===== src/rtl/mem_port_arbiter_pkg.sv =====
// Shared definitions for the memory port arbiter.
//  - arb_state_e : FSM state encoding (IDLE=0, BUSY_IF=1, BUSY_DP=2)
//  - cnt_w()     : bit width for a counter holding values 0..n-1
package mem_port_arbiter_pkg;

    typedef enum logic [1:0] {
        ST_IDLE    = 2'd0,
        ST_BUSY_IF = 2'd1,
        ST_BUSY_DP = 2'd2
    } arb_state_e;

    function automatic int cnt_w(input int n);
        return (n < 2) ? 1 : $clog2(n);
    endfunction

endpackage


===== src/rtl/mem_port_arbiter.sv =====
// mem_port_arbiter: shares one single-port memory between the fetch port (IF)
// and the load/store port (DP). One access in flight at a time.
// Ports:
//  clk_i, rst_i (async, active-high)
//  if_*  : fetch read request / grant / read data return
//  dp_*  : load/store request / grant / data return, dp_busy_o stall
//  err_o : pulses alongside rvalid when an access timed out
//  mem_* : memory strobe, fields and completion handshake
module mem_port_arbiter
    import mem_port_arbiter_pkg::*;
#(
    parameter int AW         = 32,
    parameter int DW         = 32,
    parameter int STARVE_MAX = 4,
    parameter int TIMEOUT    = 16
) (
    input  logic            clk_i,
    input  logic            rst_i,
    input  logic            if_req_i,
    input  logic [AW-1:0]   if_addr_i,
    output logic            if_gnt_o,
    output logic            if_rvalid_o,
    output logic [DW-1:0]   if_rdata_o,
    input  logic            dp_req_i,
    input  logic            dp_we_i,
    input  logic [AW-1:0]   dp_addr_i,
    input  logic [DW-1:0]   dp_wdata_i,
    input  logic [DW/8-1:0] dp_be_i,
    output logic            dp_gnt_o,
    output logic            dp_rvalid_o,
    output logic [DW-1:0]   dp_rdata_o,
    output logic            dp_busy_o,
    output logic            err_o,
    output logic            mem_req_o,
    output logic            mem_we_o,
    output logic [AW-1:0]   mem_addr_o,
    output logic [DW-1:0]   mem_wdata_o,
    output logic [DW/8-1:0] mem_be_o,
    input  logic            mem_ready_i,
    input  logic [DW-1:0]   mem_rdata_i
);

    localparam int BW = DW / 8;
    localparam int SW = cnt_w(STARVE_MAX + 1);
    localparam int TW = cnt_w(TIMEOUT);
    localparam logic [SW-1:0] LP_STARVE_MAX = SW'(STARVE_MAX);
    localparam logic [TW-1:0] LP_TMO_LAST   = TW'(TIMEOUT - 1);

    arb_state_e     r_state;
    logic           r_mem_req;
    logic           r_we;
    logic [AW-1:0]  r_addr;
    logic [DW-1:0]  r_wdata;
    logic [BW-1:0]  r_be;
    logic [SW-1:0]  r_starve;
    logic [TW-1:0]  r_tmo;
    logic           r_if_rvalid;
    logic           r_dp_rvalid;
    logic           r_err;
    logic [DW-1:0]  r_if_rdata;
    logic [DW-1:0]  r_dp_rdata;

    logic w_idle;
    logic w_if_win;
    logic w_if_gnt;
    logic w_dp_gnt;
    logic w_tmo_last;

    // DP normally wins a collision; IF wins once it has lost STARVE_MAX times.
    always_comb begin
        w_idle     = (r_state == ST_IDLE);
        w_if_win   = if_req_i & (~dp_req_i | (r_starve == LP_STARVE_MAX));
        w_if_gnt   = w_idle & w_if_win;
        w_dp_gnt   = w_idle & dp_req_i & ~w_if_win;
        w_tmo_last = (r_tmo == LP_TMO_LAST);
    end

    always_ff @(posedge clk_i or posedge rst_i) begin
        if (rst_i) begin
            r_state     <= ST_IDLE;
            r_mem_req   <= 1'b0;
            r_we        <= 1'b0;
            r_addr      <= '0;
            r_wdata     <= '0;
            r_be        <= '0;
            r_starve    <= '0;
            r_tmo       <= '0;
            r_if_rvalid <= 1'b0;
            r_dp_rvalid <= 1'b0;
            r_err       <= 1'b0;
            r_if_rdata  <= '0;
            r_dp_rdata  <= '0;
        end else begin
            r_if_rvalid <= 1'b0;
            r_dp_rvalid <= 1'b0;
            r_err       <= 1'b0;
            case (r_state)
                ST_IDLE: begin
                    if (w_if_gnt) begin
                        r_state   <= ST_BUSY_IF;
                        r_mem_req <= 1'b1;
                        r_we      <= 1'b0;
                        r_addr    <= if_addr_i;
                        r_wdata   <= '0;
                        r_be      <= '1;
                        r_tmo     <= '0;
                        r_starve  <= '0;
                    end else if (w_dp_gnt) begin
                        r_state   <= ST_BUSY_DP;
                        r_mem_req <= 1'b1;
                        r_we      <= dp_we_i;
                        r_addr    <= dp_addr_i;
                        r_wdata   <= dp_we_i ? dp_wdata_i : '0;
                        r_be      <= dp_we_i ? dp_be_i : '1;
                        r_tmo     <= '0;
                        // IF lost this cycle: count toward forced win
                        if (if_req_i && r_starve != LP_STARVE_MAX)
                            r_starve <= r_starve + SW'(1);
                    end
                end
                ST_BUSY_IF, ST_BUSY_DP: begin
                    // ready takes priority over a timeout on the same cycle
                    if (mem_ready_i || w_tmo_last) begin
                        r_state   <= ST_IDLE;
                        r_mem_req <= 1'b0;
                        r_we      <= 1'b0;
                        r_err     <= ~mem_ready_i;
                        if (r_state == ST_BUSY_IF) begin
                            r_if_rvalid <= 1'b1;
                            r_if_rdata  <= mem_ready_i ? mem_rdata_i : '0;
                        end else begin
                            r_dp_rvalid <= 1'b1;
                            r_dp_rdata  <= (mem_ready_i && !r_we) ? mem_rdata_i : '0;
                        end
                    end else begin
                        r_tmo <= r_tmo + TW'(1);
                    end
                end
                default: r_state <= ST_IDLE;
            endcase
        end
    end

    assign if_gnt_o    = w_if_gnt;
    assign dp_gnt_o    = w_dp_gnt;
    assign if_rvalid_o = r_if_rvalid;
    assign if_rdata_o  = r_if_rdata;
    assign dp_rvalid_o = r_dp_rvalid;
    assign dp_rdata_o  = r_dp_rdata;
    assign err_o       = r_err;
    assign dp_busy_o   = dp_req_i | (r_state == ST_BUSY_DP) | r_dp_rvalid;
    assign mem_req_o   = r_mem_req;
    assign mem_we_o    = r_we;
    assign mem_addr_o  = r_addr;
    assign mem_wdata_o = r_wdata;
    assign mem_be_o    = r_be;

endmodule


===== config.mk =====
export PLATFORM = sky130hd
export DESIGN_NAME = mem_port_arbiter
export DESIGN_NICKNAME = d
export VERILOG_FILES = /design/src/rtl/mem_port_arbiter_pkg.sv /design/src/rtl/mem_port_arbiter.sv
export SDC_FILE = /design/constraint.sdc
export NUM_CORES = 1
export LEC_CHECK = 0
export BUFFER_PORTS_ARGS = -buffer_cell sky130_fd_sc_hd__buf_4
export CAP_MARGIN = 20
export CORE_MARGIN = 8
export CORE_UTILIZATION = 50
export CTS_CLUSTER_DIAMETER = 150
export DETAILED_ROUTE_END_ITERATION = 10
export PLACE_DENSITY = 0.85
export SETUP_SLACK_MARGIN = 0.05
export SKIP_LAST_GASP = 1
export SYNTH_ARGS = -nofsm -noshare
export SYNTH_HDL_FRONTEND = slang
export SYNTH_SLANG_ARGS = --single-unit

===== constraint.sdc =====
create_clock -name clk_i -period 14.4 [get_ports clk_i]
set_input_delay 2.88 -clock clk_i [delete_from_list [all_inputs] [get_ports clk_i]]
set_output_delay 2.88 -clock clk_i [all_outputs]
set_load 0.1 [all_outputs]

==> flow_metrics.py <==
metrics = {
    "run_status": {
        "status": "completed",
    },
    "logic_synthesis": {
        "postSynthRegisterBits": 146,
        "yosysTopAreaCell": "dfrtp_1",
        "syn-mean-instance-area_um2": 14.3,
        "yosysWarningCount": 0,
        "synthDistinctLibCells": 42,
        "postSynthNetCount": 560,
        "yosys-top-cells-area": "dfrtp_1 (62%), a22o_1 (15%), mux2_2 (8.4%)",
        "synth_top_cell_area_share_pct": 61.6,
        "number_of_enable_flip_flop_cells_after_synthesis": 0,
        "syn_area_um2": 5930,
        "synth-seq-area-share_pct": 61.6,
        "postSynthCellCount": 416,
        "synthFlopType": "dfrtp_1",
        "postSynth.asyncResetShare_pct": 100,
    },
    "timing": {
        "layout_worst_path_cycle_share_pct": 49.2,
        "finalClockSkew_ps": 6.86,
        "max_clock_freq_ghz": 0.141,
        "rsz0062_at_grt": "no",
        "tns_ps": 0,
        "worst_max_slew_pin_slew_ps": 929,
        "setup_viol": 0,
        "maxSlewHeadroom_pct": 38.1,
        "timing.final.crit_period_ps": 7080,
        "hold_viol_final": 0,
        "number_of_pins_exceeding_their_max_slew_limit_in_the_final_report": 0,
    },
    "final_layout": {
        "area.sequential_um2": 3650,
        "fraction_of_final_layout_cells_sized_beyond_drive_strength_1_pct": 52.4,
        "nNetsFinal": 833,
        "antennaDiodeCount": 0,
        "multi_input_area_um2": 2070,
        "fillers": 751,
        "flow.area_growth_from_synthesis_pct": 46.2,
    },
    "worst_setup_path": {
        "worst-endpoint-arrival_ps": 4200,
        "worst_setup_path_startpoint": "dp_req_i",
        "timing.reg2reg.setup_slack_ps": 11980,
        "critical_path.endpoint": "dp_gnt_o",
        "crit_path_start_kind": "primary input",
        "crit_type": "in2out",
        "cp_max_stage_delay_ps": 470,
        "rr_startpoint": "r_state[1]$_DFFE_PP0P_",
        "cp_common_cell": "buf_4",
        "critical_path.cell_chain": "buf_4, nand2_2, nor2b_1, buf_4",
        "crit_path_max_fanout": 33,
        "critical_path_required_time_ps": 11520,
        "critPathCaptureType": "output port",
        "reg2reg_depth": 5,
        "worst_path_max_delay_cell": "nand2_2",
        "critical_path.reg2reg.endpoint": "mem_addr_o[0]$_DFFE_PP0P_",
    },
    "grt": {
        "grt_overflow_total": 0,
        "grt_antenna_before_repair": 0,
        "grt_start_max_net_pins": 77,
        "track_usage_pct": 23.1,
        "grt_pass1_wl_um": 28300,
        "first_global_vias": 5171,
    },
    "cts": {
        "clock_tree.root_cell": "clkbuf_16",
        "post_cts_resize_count": 0,
        "clock_tree_from_tritoncts": "built",
        "cts_sinks": 146,
        "clock_h_tree_levels": 4,
        "cts_made_buffers": 17,
        "insertion_delay_ps": 420,
        "postCtsHoldBufs": 0,
        "ctsLongestPathBuffers": 2,
        "cts.reportedPaths.clkPinSlew_ps": 60,
        "cts_setup_buffers": 0,
    },
    "placed_design": {
        "numPortBuffers": 277,
        "hpwlAfterDp_um": 13000,
        "gp_congestion": 0.815,
    },
    "route": {
        "m1WireLength_um": 6460,
        "detail_route.wirelength_um": 18100,
        "firstDrtPassIters": 5,
        "highest_metal_layer_with_signal_wires": "met4",
        "routedWlPerCell_um": 21.4,
        "dr_wl_met3_um": 1390,
        "number_of_vias_in_the_routed_layout": 4618,
        "routed_via_density": 5.47,
        "dr.first_iter.drc_count": 242,
        "drc_viols": 0,
        "residual_antenna_violating_net_count_after_detailed_routing": 0,
        "dr_wl_met2_um": 9780,
    },
    "die": {
        "ioPinCount": 278,
        "initial_utilization_pct": 51.5,
        "die_y_um": 125,
        "core_area_um2": 11500,
        "die_width_um": 125,
        "num_rows": 39,
        "area_of_the_die_um2": 15600,
    },
    "hold_path": {
        "hp-class": "reg2reg",
    },
    "flow_run": {
        "number_of_maximum_capacitance_constraint_violations": 0,
    },
}
worst min path at each step:
| stage | from | endpoint | slack [ps] | cells past startpoint |
|---|---|---|---|---|
| 2_1_floorplan | r_starve[1]$_DFFE_PP0P_ | r_starve[1]$_DFFE_PP0P_ | 480 | 2 |
| 3_3_place_gp | dp_rdata_o[8]$_DFFE_PP0P_ | dp_rdata_o[8]$_DFFE_PP0P_ | 490 | 1 |
| 3_5_place_dp | if_rdata_o[13]$_DFFE_PP0P_ | if_rdata_o[13]$_DFFE_PP0P_ | 490 | 1 |
| 4_1_cts | if_rdata_o[24]$_DFFE_PP0P_ | if_rdata_o[24]$_DFFE_PP0P_ | 510 | 1 |
| 5_1_grt | dp_rdata_o[29]$_DFFE_PP0P_ | dp_rdata_o[29]$_DFFE_PP0P_ | 520 | 1 |
| 6_report | if_rdata_o[1]$_DFFE_PP0P_ | if_rdata_o[1]$_DFFE_PP0P_ | 500 | 1 |
cells by family (layout without fill, tap and decap cells):
group	count (synthesis)	count (layout)	synth area share, %
flops	146	146	61.6
compound gates	126	126	18.2
mux	65	65	12.3
buf+inv	43	329	3.63
simple gates	30	30	2.95
fa+ha+maj	6	6	1.27
critical path: cells and delay by family:
kind                   cells  cell delay, ps
and+or+nand+nor            2             820
buffers and inverters      2             490
per-layer routing:
layer  up-vias  track usage (%)
met4         0             10.2
met2       196             40.6
li1       2111                -
met1      2280             24.3
met5         -                0
met3        31             8.82
cell usage after synthesis (2+ instances only):
cell,n
buf_6,3
o22ai_1,2
clkbuf_1,11
nand3_1,5
mux2_1,21
and3_1,2
a22o_1,100
a31oi_1,3
inv_1,11
nor2b_1,2
o2bb2a_1,2
nand2_1,8
ha_1,6
dfrtp_1,146
buf_4,4
buf_2,13
mux2_2,44
o21ai_0,4
or3_1,2
o22a_1,4
a21oi_1,2
sequential cells by signal (all words and copies together), names as in the netlist:
name and cells:
dp_rdata_o 32, dp_rvalid_o 1, err_o 1, if_rdata_o 32, if_rvalid_o 1, mem_addr_o 32
mem_be_o 4, mem_req_o 1, mem_wdata_o 32, mem_we_o 1, r_starve 3, r_state 2
r_tmo 4
placed cells by master (no fill, tap or decap), types with 2 or more instances in the layout:
master / instances
nand2_1: 8
inv_6: 3
o21ai_0: 4
a22o_1: 100
and3_1: 2
nand3_1: 5
buf_4: 284
nor2b_1: 2
o22a_1: 4
ha_1: 6
mux2_1: 21
clkbuf_8: 2
or3_1: 2
a31oi_1: 3
o2bb2a_1: 2
o22ai_1: 2
mux2_2: 44
dfrtp_1: 146
a21oi_1: 2
clkbuf_16: 17
inv_1: 10
clkinvlp_4: 4
clkinv_2: 4
cell type report:
class	instances	share of cell area [%]
Timing Repair Buffer	285	24.9
Multi-Input combinational cell	227	23.8
Inverter	12	0.577
Tap cell	143	2.06
Clock buffer	20	5.27
Sequential cell	146	42.1
Clock inverter	12	1.23
stage by stage:
stage / util, % / hold slack (ps) / cell area [um2] / cells / setup WS [ps]
detailed placement: 70.2 / 492 / 8080 / 812 / 7290
global route: 75.3 / 516 / 8670 / 845 / 7210
global placement: 70.2 / 489 / 8080 / 812 / 7320
CTS: 75.1 / 510 / 8650 / 844 / 7300
floorplan: - / 475 / 5930 / 416 / 6820
finish: 75.3 / 503 / 8670 / 845 / 7320
Power is left out: the tool's default activity adds up to more than one toggle a clock period on the data nets, which glitch-free logic cannot reach.
